--- src/rtl/bus_addr_pkg.sv ---
// Shared opcode fields, subcommand codes and TX state encoding for the
// UART-debug bus address loader.
package bus_addr_pkg;

  localparam logic [1:0] PFX_LOAD   = 2'b10;
  localparam logic [1:0] PFX_SYS    = 2'b11;

  // SUB_PAGE is matched against opcode[5:4]; the others against opcode[5:0].
  localparam logic [1:0] SUB_PAGE   = 2'b00;
  localparam logic [5:0] SUB_CLEAR  = 6'b01_0000;
  localparam logic [5:0] SUB_INC    = 6'b01_0001;
  localparam logic [5:0] SUB_REPORT = 6'b10_0000;

  typedef enum logic [1:0] {IDLE, SEND, GAP} tx_state_e;

  function automatic int unsigned idx_width(input int unsigned nib);
    int unsigned w;
    w = $clog2(nib);
    return (w < 2) ? 2 : w;
  endfunction

endpackage

--- src/rtl/tx_byte_issue.sv ---
// Byte issue engine: waits for the transmitter, fires one tx_en strobe per
// byte and inserts a low cycle between bytes.
module tx_byte_issue
  import bus_addr_pkg::*;
(
  input  logic       clk,
  input  logic       rst_n,
  input  logic       start,
  input  logic       more,
  input  logic [7:0] byte_in,
  input  logic       tx_busy,
  output logic [7:0] tx_data,
  output logic       tx_en,
  output logic       idle,
  output logic       byte_done
);

  tx_state_e st;

  always_ff @(posedge clk or negedge rst_n) begin
    if (!rst_n) begin
      st      <= IDLE;
      tx_en   <= 1'b0;
      tx_data <= '0;
    end else begin
      case (st)
        IDLE: begin
          tx_en <= 1'b0;
          if (start) st <= SEND;
        end
        SEND: begin
          if (!tx_busy) begin
            tx_en   <= 1'b1;
            tx_data <= byte_in;
            st      <= GAP;
          end
        end
        GAP: begin
          tx_en <= 1'b0;
          st    <= more ? SEND : IDLE;
        end
        default: begin
          tx_en <= 1'b0;
          st    <= IDLE;
        end
      endcase
    end
  end

  assign idle      = (st == IDLE);
  assign byte_done = (st == GAP);

endmodule

--- src/rtl/bus_addr_loader.sv ---
// Command-driven bus address register: nibble loads with paging, clear,
// increment, bus-side auto-increment and MSB-first address read-back.
module bus_addr_loader
  import bus_addr_pkg::*;
#(
  parameter int unsigned ADDR_W = 16,
  parameter bit          ECHO   = 1'b1,
  parameter int unsigned STEP   = 1
) (
  input  logic              clk,
  input  logic              rst_n,
  input  logic [7:0]        opcode,
  input  logic              en,
  output logic              ready,
  output logic [7:0]        tx_data,
  output logic              tx_en,
  input  logic              tx_busy,
  input  logic              addr_inc,
  output logic [ADDR_W-1:0] addr
);

  localparam int unsigned       NIB       = ADDR_W / 4;
  localparam int unsigned       IDX_W     = idx_width(NIB);
  localparam int unsigned       PG_W      = IDX_W - 2;
  localparam int unsigned       NBYTES    = ADDR_W / 8;
  localparam logic [ADDR_W-1:0] STEP_V    = ADDR_W'(STEP);
  localparam logic [3:0]        LAST_BYTE = 4'(NBYTES - 1);

  logic              idle, byte_done, more, accept, byte_due;
  logic              is_load, is_page, is_clear, is_inc, is_report;
  logic [IDX_W-1:0]  nib_idx;
  logic [ADDR_W-1:0] load_val, snap;
  logic [3:0]        cnt;

  assign accept = en && idle;
  assign ready  = idle;
  assign more   = (cnt != '0);

  always_comb begin
    is_load   = (opcode[7:6] == PFX_LOAD);
    is_page   = (opcode[7:6] == PFX_SYS) && (opcode[5:4] == SUB_PAGE);
    is_clear  = (opcode[7:6] == PFX_SYS) && (opcode[5:0] == SUB_CLEAR);
    is_inc    = (opcode[7:6] == PFX_SYS) && (opcode[5:0] == SUB_INC);
    is_report = (opcode[7:6] == PFX_SYS) && (opcode[5:0] == SUB_REPORT);
    byte_due  = is_report || (ECHO && (is_load || is_page || is_clear || is_inc));
  end

  // Indices with no matching nibble leave load_val equal to addr.
  always_comb begin
    load_val = addr;
    for (int unsigned i = 0; i < NIB; i++) begin
      if (nib_idx == IDX_W'(i)) load_val[i*4 +: 4] = opcode[3:0];
    end
  end

  if (PG_W > 0) begin : g_page
    logic [PG_W-1:0] page;

    always_ff @(posedge clk or negedge rst_n) begin
      if (!rst_n)                page <= '0;
      else if (accept && is_page) page <= opcode[PG_W-1:0];
    end

    assign nib_idx = {page, opcode[5:4]};
  end else begin : g_flat
    assign nib_idx = opcode[5:4];
  end

  // An accepted LOAD/CLEAR/INC takes priority over a coincident addr_inc.
  always_ff @(posedge clk or negedge rst_n) begin
    if (!rst_n)                  addr <= '0;
    else if (accept && is_load)  addr <= load_val;
    else if (accept && is_clear) addr <= '0;
    else if (accept && is_inc)   addr <= addr + STEP_V;
    else if (addr_inc)           addr <= addr + STEP_V;
  end

  // Echo bytes ride in the top byte of the same shift register as a report.
  always_ff @(posedge clk or negedge rst_n) begin
    if (!rst_n) begin
      snap <= '0;
      cnt  <= '0;
    end else if (accept && byte_due) begin
      if (is_report) begin
        snap <= addr;
        cnt  <= LAST_BYTE;
      end else begin
        snap <= ADDR_W'(opcode) << (ADDR_W - 8);
        cnt  <= '0;
      end
    end else if (byte_done && more) begin
      snap <= snap << 8;
      cnt  <= cnt - 1'b1;
    end
  end

  tx_byte_issue u_tx (
    .clk       (clk),
    .rst_n     (rst_n),
    .start     (accept && byte_due),
    .more      (more),
    .byte_in   (snap[ADDR_W-1 -: 8]),
    .tx_busy   (tx_busy),
    .tx_data   (tx_data),
    .tx_en     (tx_en),
    .idle      (idle),
    .byte_done (byte_done)
  );

endmodule

--- config.mk ---
export PLATFORM = sky130hd
export DESIGN_NAME = bus_addr_loader
export DESIGN_NICKNAME = d
export VERILOG_FILES = /design/src/rtl/bus_addr_pkg.sv /design/src/rtl/tx_byte_issue.sv /design/src/rtl/bus_addr_loader.sv
export SDC_FILE = /design/constraint.sdc
export NUM_CORES = 1
export LEC_CHECK = 0
export ABC_CLOCK_PERIOD_IN_PS = 3000
export CORE_MARGIN = 2
export CORE_UTILIZATION = 50
export DETAILED_ROUTE_END_ITERATION = 12
export PLACE_DENSITY = 0.85
export SLEW_MARGIN = 5
export SYNTH_ARGS = -nofsm -noshare
export SYNTH_HDL_FRONTEND = slang
export SYNTH_SLANG_ARGS = --single-unit
--- constraint.sdc ---
create_clock -name clk -period 3 [get_ports clk]
set_input_delay 0.45 -clock clk [delete_from_list [all_inputs] [get_ports clk]]
set_output_delay 0.45 -clock clk [all_outputs]
set_load 0.01 [all_outputs]
==> flow_summary.rst <==
.. list-table::
   :header-rows: 1

   * - Metric
     - Value
   * - Final clock skew
     - ~0.0077 ns
   * - Number of routed nets with antenna violations
     - 0
   * - Data required time of the worst path
     - between 3 and 4 ns
   * - Critical path fanouts, max
     - 18
   * - Wire length of the first global-routing pass
     - about 11000 um
   * - Post-synthesis instance area
     - between 0.002 and 0.003 sq mm
   * - Final instance area
     - 0.00314 sq mm
   * - Count of cells along the worst register-to-register path
     - 5
   * - Count of buffers from port buffering
     - 38
   * - Library cell with the largest summed area after synthesis
     - dfrtp_1
   * - DR vias
     - ~2200
   * - Post-synthesis sequential element count
     - 47
   * - Fraction of synthesis flops using an asynchronous set or reset pin
     - 100%
   * - Unrepaired setup endpoints after global routing
     - false
   * - Fraction of layout cells with a size suffix above 1
     - ~10%
   * - CTS H-Tree Depth
     - 2
   * - Number of buffers inserted by hold repair at cts
     - 0
   * - Max Buffers Root-to-Sink
     - 2
   * - Slew at the pin closest to its max-slew limit
     - between 1 and 1.5 ns
   * - Final hold slack
     - between 0.3 and 0.4 ns
   * - Synth Flop Type
     - dfrtp_1
   * - TritonCTS clock tree
     - yes
   * - Number of placement rows
     - 26
   * - Clock period minus worst slack
     - roughly 2.4 ns
   * - Worst path cell trace
     - clkdlybuf4s50_1 > nor3b_4 > and2_1 > or2_1 > o41ai_1 > a22o_1
   * - Number of buffers added by the clock tree synthesis step
     - 5
   * - Capturing point of the worst reg2reg path
     - addr[15]
   * - Critical Path Slowest Stage Cell
     - or2_1
   * - Crit share post-route
     - 80.4%
   * - Effective utilization at floorplan
     - between 50% and 60%
   * - Mean post-synth cell area
     - just under 10 sq um
   * - Commonest cells in the netlist
     - dfrtp_1, nand2_1, a21oi_1
   * - Final Wtd Congestion
     - ~0.9
   * - Share of the core filled with cells in the final layout
     - slightly above 60%
   * - Library cell with the highest instance count after synthesis
     - dfrtp_1
   * - # diodes
     - 0
   * - Pwr per Cell Area
     - 899 mW/mm^2
   * - Cell area after placement
     - approximately 0.0030 sq mm
   * - Mean number of vias per cell
     - 6.02
   * - Die W
     - 75.9 um
   * - Max Clk Rate
     - 415 MHz
   * - Net count of the mapped netlist
     - around 280
   * - Total area of multi-input combinational cells
     - 0.00129 sq mm
   * - Yosys warns
     - 0
   * - Post-synth top area share
     - between 40% and 50%
   * - Crit path max-delay family
     - simple AND/OR/NAND/NOR gates
   * - Worst IR Drop VDD
     - between 400 and 500 uV
   * - Detailed Place HPWL
     - 4450 um
   * - Initial antenna violation count
     - 0
   * - Total gr overflow
     - 0
   * - Setup fix buffers added after clock tree synthesis
     - 0
   * - Category of the worst setup path capture point
     - register
   * - CTS Root Buffer Type
     - clkbuf_8
   * - First-iteration detailed-routing DRC count
     - between 150 and 200
   * - Number of global-route vias before repair
     - 2037
   * - Largest net degree at the start of global routing
     - 48
   * - Number of resized instances in the post-cts repair step
     - 0
   * - Die Outline Area
     - 0.00576 sq mm
   * - Number of nets in the finished design
     - around 310
   * - Delay of the slowest critical-path stage
     - 0.57 ns
   * - Sinks on the clock net
     - 47
   * - Final Routed Wirelength
     - between 6000 and 7000 um
   * - Share of the yosys chip area belonging to registers
     - a little under half
   * - Count of unique library cells instantiated by Yosys
     - between 50 and 60
   * - Leak pwr
     - approximately 1.3 nW
   * - Dominant cells by area after synthesis
     - dfrtp_1, a22o_1, a21oi_1
   * - Wirelength per Cell
     - 17.1 um
   * - Crit path buffers/inverters
     - 1
   * - Core outline area
     - ~0.005 sq mm
   * - Number of maximum-capacitance violations
     - 0
   * - Total negative setup slack
     - 0 ns
   * - Startpoint of the lowest-slack register-to-register path
     - u_tx.st[1]
   * - Register-to-register setup slack
     - approximately 0.69 ns
   * - Max-slew headroom
     - around 29%
   * - Syn Inst Count
     - 260
   * - Slew Limit Fails
     - 0
   * - Latest clock arrival within the worst-skew pair
     - about 0.30 ns
   * - First-pass DRT Iterations
     - 4
   * - Number of setup violations in the final report
     - 0
   * - Aggregate global-route resource usage
     - roughly 23%
   * - Startpoint Class
     - input port
   * - Chip Height
     - 75.9 um
   * - Worst min-delay path class
     - in2async
   * - Outcome
     - finished, final reports clean
   * - Worst Path Arrival
     - roughly 2.6 ns
   * - DR DRC count
     - 0
   * - Total area of sequential cells
     - roughly 0.0012 sq mm
   * - EDFF count, synth
     - 0
   * - Growth of design area from synthesis to finish
     - 21.3%
   * - Hold Vio Cnt, Final
     - 0
   * - Top-level I/O count
     - 39
   * - Worst Path Class, Setup
     - in2reg
   * - Clock slew at reported path FFs
     - roughly 0.090 ns
   * - Fill cell total of the finished layout
     - around 430
-- layout by cell type (no fill, tap or decap), types with 3 or more instances in the layout --
cell / Yosys / layout
and2_1: 8 / 8
inv_1: 12 / 12
buf_4: 1 / 4
a21bo_2: 3 / 3
mux2_2: 8 / 8
a21oi_1: 18 / 18
a22o_1: 13 / 13
ha_1: 3 / 3
a211oi_1: 7 / 7
o22ai_1: 5 / 5
nand4_1: 3 / 3
and3_1: 9 / 9
clkdlybuf4s50_1: 0 / 37
o21ai_0: 15 / 15
dfrtp_1: 47 / 47
and4_1: 3 / 3
o31ai_1: 5 / 5
nor2_1: 14 / 14
clkbuf_8: 0 / 5
o211ai_1: 4 / 4
nand3_1: 16 / 16
nand2_1: 20 / 20
-- per-layer routing --
metal  GRT usage (%)  wire length [um]  vias up
met5               0                 0        -
met1            32.0              2770     1088
met4            7.64               109        0
li1                -                 -     1044
met2            35.6              3080       71
met3            3.33               354       11
-- cell type report --
type | instances | area share (%)
Tap cell | 70 | 2.79
Sequential cell | 47 | 37.5
Timing Repair Buffer | 42 | 12.9
Inverter | 12 | 1.44
Clock inverter | 2 | 1.91
Clock buffer | 6 | 2.31
Multi-Input combinational cell | 189 | 41.1
-- state kept, by name, indices dropped and copies added (netlist names) --
signal	cells
u_tx.tx_data	8
cnt	4
snap	16
u_tx.st	2
u_tx.tx_en	1
addr	16
-- through the flow --
stage                     worst slack, ns  cells  power [W]
after global routing                0.427    368    0.00299
after CTS                           0.613    368    0.00282
final                               0.588    368    0.00282
after floorplan                      1.21    260    0.00172
after global placement              0.396    360    0.00222
after detailed placement            0.303    360    0.00227
-- how the worst max path moves through the flow --
stage | start | to | slack (ns) | depth (start not counted)
after floorplan | opcode[7] | addr[3] | 1.21 | 8
after global placement | en | addr[15] | 0.40 | 6
after detailed placement | en | addr[15] | 0.30 | 6
after CTS | en | addr[15] | 0.61 | 6
after global routing | opcode[7] | addr[15] | 0.43 | 6
final | en | addr[15] | 0.59 | 6
-- power by group --
part	internal, W	switching (W)	total [W]
logic	0.000607	0.000474	0.00108
clock network	0.000333	0.000218	0.000551
registers	0.000882	0.000305	0.00119
total	0.00182	0.000997	0.00282
-- cell families (layout without fill, tap and decap cells) --
kind of cell             count (synthesis)  after routing  synth area share (%)
buffers and inverters                   24             62                  4.74
AND/OR/NAND/NOR                         83             83                  17.3
AO/OA/AOI/OAI                           90             90                  25.8
flip-flops                              47             47                  45.5
multiplexers                            10             10                  4.26
XOR/XNOR                                 3              3                  1.02
adder cells (fa/ha/maj)                  3              3                  1.45
Power figures use the tool's default switching activity.
